==> src/rtl/xor8_stream_unit.sv <==
// Handshaked XOR responder: computes a ^ b with zero/parity flags and
// returns results in acceptance order through a small result FIFO.
module xor8_stream_unit #(
    parameter int WIDTH = 8,
    parameter int DEPTH = 4
) (
    input  logic                     clk,
    input  logic                     rst,
    input  logic                     in_valid,
    output logic                     in_ready,
    input  logic [WIDTH-1:0]         in_a,
    input  logic [WIDTH-1:0]         in_b,
    output logic                     out_valid,
    input  logic                     out_ready,
    output logic [WIDTH-1:0]         out_z,
    output logic                     out_zero,
    output logic                     out_parity,
    output logic [$clog2(DEPTH):0]   fill,
    output logic [15:0]              done_cnt
);

    localparam int PW = $clog2(DEPTH);
    localparam int EW = WIDTH + 2;
    localparam logic [PW:0] FULL = (PW+1)'(DEPTH);

    logic [EW-1:0] mem_q [DEPTH];

    logic [PW-1:0] wr_ptr_q, wr_ptr_d;
    logic [PW-1:0] rd_ptr_q, rd_ptr_d;
    logic [PW:0]   fill_q, fill_d;
    logic [15:0]   done_q, done_d;

    logic             push, pop;
    logic [WIDTH-1:0] z_new;
    logic [EW-1:0]    entry_new;
    logic [EW-1:0]    head;

    assign in_ready  = (fill_q != FULL);
    assign out_valid = (fill_q != '0);
    assign push      = in_valid & in_ready;
    assign pop       = out_valid & out_ready;

    assign z_new     = in_a ^ in_b;
    assign entry_new = {z_new, ~|z_new, ^z_new};

    always_comb begin
        wr_ptr_d = wr_ptr_q;
        rd_ptr_d = rd_ptr_q;
        fill_d   = fill_q;
        done_d   = done_q;
        if (push) begin
            wr_ptr_d = wr_ptr_q + 1'b1;
        end
        if (pop) begin
            rd_ptr_d = rd_ptr_q + 1'b1;
            done_d   = done_q + 16'd1;
        end
        unique case ({push, pop})
            2'b10:   fill_d = fill_q + 1'b1;
            2'b01:   fill_d = fill_q - 1'b1;
            default: fill_d = fill_q;
        endcase
    end

    always_ff @(posedge clk) begin
        if (rst) begin
            wr_ptr_q <= '0;
            rd_ptr_q <= '0;
            fill_q   <= '0;
            done_q   <= '0;
        end else begin
            wr_ptr_q <= wr_ptr_d;
            rd_ptr_q <= rd_ptr_d;
            fill_q   <= fill_d;
            done_q   <= done_d;
        end
    end

    // Storage needs no reset: its contents are only visible while fill != 0.
    always_ff @(posedge clk) begin
        if (push && !rst) begin
            mem_q[wr_ptr_q] <= entry_new;
        end
    end

    assign head       = out_valid ? mem_q[rd_ptr_q] : '0;
    assign out_z      = head[EW-1:2];
    assign out_zero   = head[1];
    assign out_parity = head[0];
    assign fill       = fill_q;
    assign done_cnt   = done_q;

endmodule

==> config.mk <==
export PLATFORM = sky130hd
export DESIGN_NAME = xor8_stream_unit
export DESIGN_NICKNAME = d
export VERILOG_FILES = /design/src/rtl/xor8_stream_unit.sv
export SDC_FILE = /design/constraint.sdc
export NUM_CORES = 1
export LEC_CHECK = 0
export ABC_AREA = 1
export BUFFER_PORTS_ARGS = -buffer_cell sky130_fd_sc_hd__buf_2
export CORE_UTILIZATION = 56
export DETAILED_ROUTE_END_ITERATION = 10
export PLACE_DENSITY = 0.79
export SLEW_MARGIN = 20
export SYNTH_ARGS = -nofsm -noshare
export SYNTH_HDL_FRONTEND = slang
export SYNTH_SLANG_ARGS = --single-unit
==> constraint.sdc <==
create_clock -name clk -period 2.35 [get_ports clk]
set_clock_uncertainty 0.05 [all_clocks]
set_input_delay 0.1175 -clock clk [delete_from_list [all_inputs] [get_ports clk]]
set_output_delay 0.1175 -clock clk [all_outputs]
set_load 0.05 [all_outputs]
==> impl_metrics.tcl, run 1 <==
set metrics [dict create \
    status "completed" \
    first_iter_violations 170 \
    drc 0 \
    die_h_um 75.8 \
    startpoint "fill[0]" \
    crit_slowest_cell "fa_1" \
    clock_latency_ps 330 \
    ant_nets 0 \
    relSlewSlack_pct 64.9 \
    cp_num_cells 10 \
    rows 26 \
    synth_area_leaders "edfxtp_1, dfxtp_1, nor2_1, o21ai_0, inv_1" \
    cts_tree "yes" \
    reg2reg_slack_ps 200 \
    post_cts_buffers 0 \
    synth.avg_cell_area_um2 9.04 \
    cts_sinks 65 \
    place.gp.congestion 0.841 \
    min_path_type "in -> reg" \
    synth_top_area_share_pct 39.4 \
    wl_um 6090 \
    worst_r2r_startpoint "fill[0]" \
    antenna_cells 0 \
    drive_above_1_share_pct 19.1 \
    crit_end "fill[2]" \
    pwr-share-clk_pct 26.6 \
    synth_area_mm2 0.00305 \
    postSynthCellCount 337 \
    cts_buffers 9 \
    cell_internal_pwr_mw 2.29 \
    synth_top_area_cell "edfxtp_1" \
    htreeDepth 3 \
    cp_num_buf_inv 1 \
    syn_nets 368 \
    ir_worst_vdd_mv 0.670 \
    cp_max_fo 5 \
    combPwrFrac_pct 36.1 \
    io_pins 51 \
    path_delay_family "compound AO/OA/AOI/OAI gates" \
    p_seq_share_pct 37.4 \
    max_freq_mhz 465 \
    grt-ovfl-total 0 \
    cts_buffer_depth 2 \
    slew_viol_final 0 \
    rsz0062_at_grt "no" \
    cts-root-buf "clkbuf_8" \
    critPathMaxStageDelay_ps 410 \
    post_drt_wl_per_cell_um 12.9 \
    powerDensity_mw_per_mm2 1050 \
    first_pass_iters 4 \
    yosys.cell_types.count 27 \
    antenna_found_initial 0 \
    grt_start_max_net_pins 21 \
    finalSetupViolations 0 \
    switchingPower_mw 1.52 \
    yosysWarnings 0 \
    p_leak_nw 1.50 \
    die_width_um 75.8 \
    crit_path_end_kind "flop" \
    tightest_slew_ps 525 \
    finalCritPeriodShare_pct 91.6 \
    r2r-end "fill[2]" \
    crit_arrival_ps 2310 \
    gr-usage-all-layers_pct 23.1 \
    clkTransAtPathRegs_ps 60 \
    core-area_mm2 0.00517 \
    die_area_mm2 0.00574 \
    cap_violations 0 \
    port_buffers 50 \
    synth_seq_cells 65 \
    fin_nets 429 \
    tns_ps 0 \
    crit_chain "nor2_4 -> nand2_2 -> nand2_1 -> ha_1 -> inv_1 -> fa_1 -> a21oi_1 -> o21ai_0 -> o21ai_0 -> a21oi_1" \
    initial_core_util_pct 58.9 \
    grt_pass1_vias 2208 \
    yosysSeqAreaShare_pct 55.9 \
    vias 2409 \
    power_mw 3.81 \
    startpoint_type "flop" \
    holdWs_ps 105 \
    dp_hpwl_um 4280 \
    worstSetupPathType "reg -> reg" \
    r2r_cells 10 \
    syn2layout_area_growth_pct 19.0 \
    finalHoldViolations 0 \
    grt_pass1_wl_um 9630 \
    swShare_pct 39.9 \
    worstPathRequired_ps 2510 \
    avgViaCountPerCell 5.09 \
    min_period_ps 2150 \
]
tightest hold or removal path, cell delays in order:
cell and delay, ps:
buf_2 100, nand2_1 130, a21oi_1 80
how the worst min path moves through the flow:
stage	cells past startpoint	end	start	slack [ps]
after global routing	2	mem_q[3][4]	in_a[2]	100
final	3	wr_ptr_q[1]	in_valid	100
after detailed placement	2	done_cnt[10]	rst	300
after global placement	2	done_cnt[15]	rst	290
after CTS	3	wr_ptr_q[1]	in_valid	80
after floorplan	1	done_cnt[10]	rst	140
cell families (layout without fill, tap and decap cells):
group	after synthesis	after routing	synth area share (%)
AOI/OAI and AO/OA	63	63	10.7
xor gates and xnor gates	11	11	3.16
adders and majority gates	11	11	4.76
buffers and inverters	53	119	7.06
DFF	65	65	55.9
and+or+nand+nor	134	134	18.4
synth_stat cells:
| cell | number |
|---|---|
| nor3_1 | 1 |
| nand3_1 | 14 |
| nor2_4 | 2 |
| a21oi_1 | 25 |
| buf_4 | 1 |
| o21ai_0 | 34 |
| dfxtp_1 | 25 |
| fa_1 | 1 |
| and3_1 | 1 |
| o21bai_1 | 2 |
| nand2_4 | 1 |
| clkbuf_8 | 1 |
| buf_2 | 2 |
| nand2_2 | 1 |
| clkinv_1 | 2 |
| a21boi_2 | 1 |
| xor2_1 | 8 |
| ha_1 | 10 |
| xnor2_1 | 3 |
| edfxtp_1 | 40 |
| nand2_1 | 37 |
| nand4_1 | 4 |
| nor2_2 | 1 |
| clkbuf_1 | 4 |
| o21ai_1 | 1 |
| nor2_1 | 72 |
| inv_1 | 43 |
placed cells by master, fill, tap and decap left out, types with 8 or more instances in the layout:
cell type | netlist | routed
a21oi_1 | 25 | 25
buf_2 | 2 | 50
clkbuf_8 | 1 | 10
dfxtp_1 | 25 | 25
edfxtp_1 | 40 | 40
ha_1 | 10 | 10
inv_1 | 43 | 43
nand2_1 | 37 | 36
nand3_1 | 14 | 14
nor2_1 | 72 | 72
o21ai_0 | 34 | 34
xor2_1 | 8 | 8
power by group through the flow:
stage / clock network [mW] / logic, mW / registers [mW]
floorplan: 0 / 0.967 / 1.52
global placement: 0 / 1.34 / 1.44
detailed placement: 0 / 1.37 / 1.44
CTS: 1.03 / 1.38 / 1.42
global route: 1.08 / 1.49 / 1.43
finish: 1.01 / 1.37 / 1.42
layout make-up:
class | instances | area [um^2]
Clock buffer | 12 | 145
Clock inverter | 4 | 67.6
Fill cell | 413 | 1550
Inverter | 45 | 173
Multi-Input combinational cell | 219 | 1140
Sequential cell | 65 | 1700
Tap cell | 70 | 87.6
Timing Repair Buffer | 58 | 313
routing by layer:
metal	GRT usage, %	vias to the layer above	part of all wire [%]
met5	0	-	0
met4	11.9	0	1.3
met3	4.76	8	5.6
met2	38.8	96	50
met1	28.2	1081	43
li1	-	1224	-
state kept, by name, summed over array words and instances, names as in the netlist, named ones only:
name	cells
mem_q	40
done_cnt	16
wr_ptr_q	2
rd_ptr_q	2
fill	3
metrics by stage:
stage / cell area [um^2] / std cells / util, % / setup slack, ps
2_1_floorplan: 3050 / 337 / - / 4.54
3_3_place_gp: 3400 / 456 / 65.7 / 477
3_5_place_dp: 3400 / 456 / 65.7 / 273
4_1_cts: 3620 / 473 / 70.0 / 134
5_1_grt: 3620 / 473 / 70.1 / 46.6
6_report: 3620 / 473 / 70.1 / 198
what timing repair did:
item | in CTS | in global routing
gates resized for setup | 0 | 1
hold endpoints to repair | 3 | 0
setup endpoints to repair | 0 | 1
hold buffers | 1 | 0
No activity file was read; power rests on OpenSTA's default activity.
==> run 2: changes to the inputs <==
--- a/config.mk
+++ b/config.mk
@@ -6,9 +6,9 @@
 export NUM_CORES = 1
 export LEC_CHECK = 0
 export ABC_AREA = 1
-export BUFFER_PORTS_ARGS = -buffer_cell sky130_fd_sc_hd__buf_2
-export CORE_UTILIZATION = 56
+export CORE_UTILIZATION = 63
 export DETAILED_ROUTE_END_ITERATION = 10
+export DONT_BUFFER_PORTS = 1
 export PLACE_DENSITY = 0.79
 export SLEW_MARGIN = 20
 export SYNTH_ARGS = -nofsm -noshare
==> run 2 against run 1 <==
Compared with the run above: non-clock buffer count decreased by 20; critical endpoint is now out_parity; largest cell class unchanged; sequential power is essentially flat; die area fell by 11%; worst setup slack better by 62 ps; utilization is 8.6 points higher; flip-flop and latch count did not move; cell area decreased by 2.2%; count of clock-buffer cells in the layout decreased by 1.
==> impl_metrics.tcl, run 2 (same netlist as run 1, synthesis figures left out) <==
set metrics [dict create \
    drive_above_1_share_pct 14.6 \
    relSlewSlack_pct 61.0 \
    tightest_slew_ps 584 \
    worst_slack_ps 260 \
    largest_reg_flops 40 \
    initial_core_util_pct 67.6 \
    io_pins 51 \
    worst_r2r_startpoint "fill[0]" \
    wl_um 6370 \
    crit_path_end_kind "primary output" \
    hp-start "in_a[7]" \
    place.gp.congestion 0.834 \
    hold_path_depth 1 \
    cts-root-buf "clkbuf_8" \
    cp_max_fo 10 \
    ant_nets 0 \
    r2r_cells 10 \
    first_iter_violations 148 \
    avgViaCountPerCell 5.51 \
    final_core_util_pct 78.7 \
    max_freq_mhz 478 \
    fin_nets 409 \
    pre_cts_slack_ps 382 \
    vias 2399 \
    wl_met2_um 2990 \
    finalSetupViolations 0 \
    hold_end "mem_q[3][9]" \
    highest_layer "met4" \
    worstPathRequired_ps 2180 \
    routed-wl-met3_um 475 \
    grt_start_max_net_pins 21 \
    dp_hpwl_um 4130 \
    first_pass_iters 5 \
    clkTransAtPathRegs_ps 70 \
    cts_sinks 65 \
    antenna_cells 0 \
    reg2reg_slack_ps 350 \
    worstSetupPathType "reg -> out" \
    htreeDepth 3 \
    grt_pass1_vias 2180 \
    powerDensity_mw_per_mm2 1050 \
    die_area_mm2 0.00512 \
    cts_buffers 9 \
    startpoint_type "flop" \
    cts_tree "yes" \
    p_leak_nw 1.42 \
    gr-usage-all-layers_pct 26.4 \
    drt-met1-wl_um 2830 \
    r2r-end "fill[2]" \
    cts_buffer_depth 2 \
    grt-ovfl-total 0 \
    die_h_um 71.5 \
    finalHoldViolations 0 \
    ir_worst_vdd_mv 0.886 \
    clock_latency_ps 330 \
    holdWs_ps 14.7 \
    finalCritPeriodShare_pct 88.9 \
    fill_cells 310 \
    port_buffers 0 \
    post_drt_wl_per_cell_um 14.6 \
    crit_arrival_ps 1920 \
    die_width_um 71.5 \
    top_register "mem_q" \
    rows 24 \
    syn2layout_area_growth_pct 16.3 \
    final_common_cell "nor2_1" \
    min_path_type "in -> reg" \
    status "completed" \
    drc 0 \
    layout_common_cells "nor2_1, inv_1, edfxtp_1" \
    rsz0062_at_grt "no" \
    min_period_ps 2090 \
    cts.repair.resized 0 \
    slew_viol_final 0 \
    core-area_mm2 0.00450 \
    grt_pass1_wl_um 10100 \
    cap_violations 0 \
    tns_ps 0 \
    antenna_found_initial 0 \
]
-- run 2: critical path, stage by stage (launching register included) --
cell,delay (ps)
dfxtp_1,370
inv_1,120
nand2_4,210
clkinv_1,350
a21oi_1,290
buf_4,240
-- run 2: power by group --
part	leakage (nW)	total, mW	switching [mW]	internal [mW]
clock network	0.0945	0.879	0.397	0.482
logic	0.754	1.46	1.07	0.393
registers	0.567	1.39	0.0583	1.33
total	1.42	3.73	1.53	2.21
-- run 2: repair_timing --
| item | CTS | global route |
|---|---|---|
| setup buffers | 0 | 0 |
| hold buffers | 2 | 0 |
| hold endpoints to repair | 5 | 0 |
-- run 2: worst max-delay path by stage --
stage	from	to	slack, ps	cells past startpoint
2_1_floorplan	fill[2]	fill[2]	5	10
3_3_place_gp	fill[0]	fill[2]	470	10
3_5_place_dp	fill[0]	fill[2]	380	10
4_1_cts	fill[2]	out_parity	280	5
5_1_grt	fill[2]	out_z[2]	190	5
6_report	fill[2]	out_parity	260	5
-- run 2: metal layers --
layer,GRT usage [%],vias to the layer above
met4,11.1,0
li1,-,1185
met5,0,-
met1,35.7,1101
met3,5.49,9
met2,41.9,104
-- run 2: layout make-up --
class	instances	area [um^2]	area share (%)
clock buffers	11	131	3.71
clock inverters	5	48.8	1.38
inverters	45	169	4.77
multi-input cells	219	1140	32.1
flip-flops and latches	65	1700	48.0
well taps	52	65.1	1.84
repair buffers	38	290	8.19
-- run 2: stage by stage --
| stage | instance area, um^2 | power (mW) | cells |
|---|---|---|---|
| floorplan | 3050 | 2.49 | 337 |
| global placement | 3340 | 2.83 | 417 |
| detailed placement | 3340 | 2.87 | 417 |
| CTS | 3540 | 3.74 | 435 |
| global route | 3540 | 3.90 | 435 |
| finish | 3540 | 3.73 | 435 |
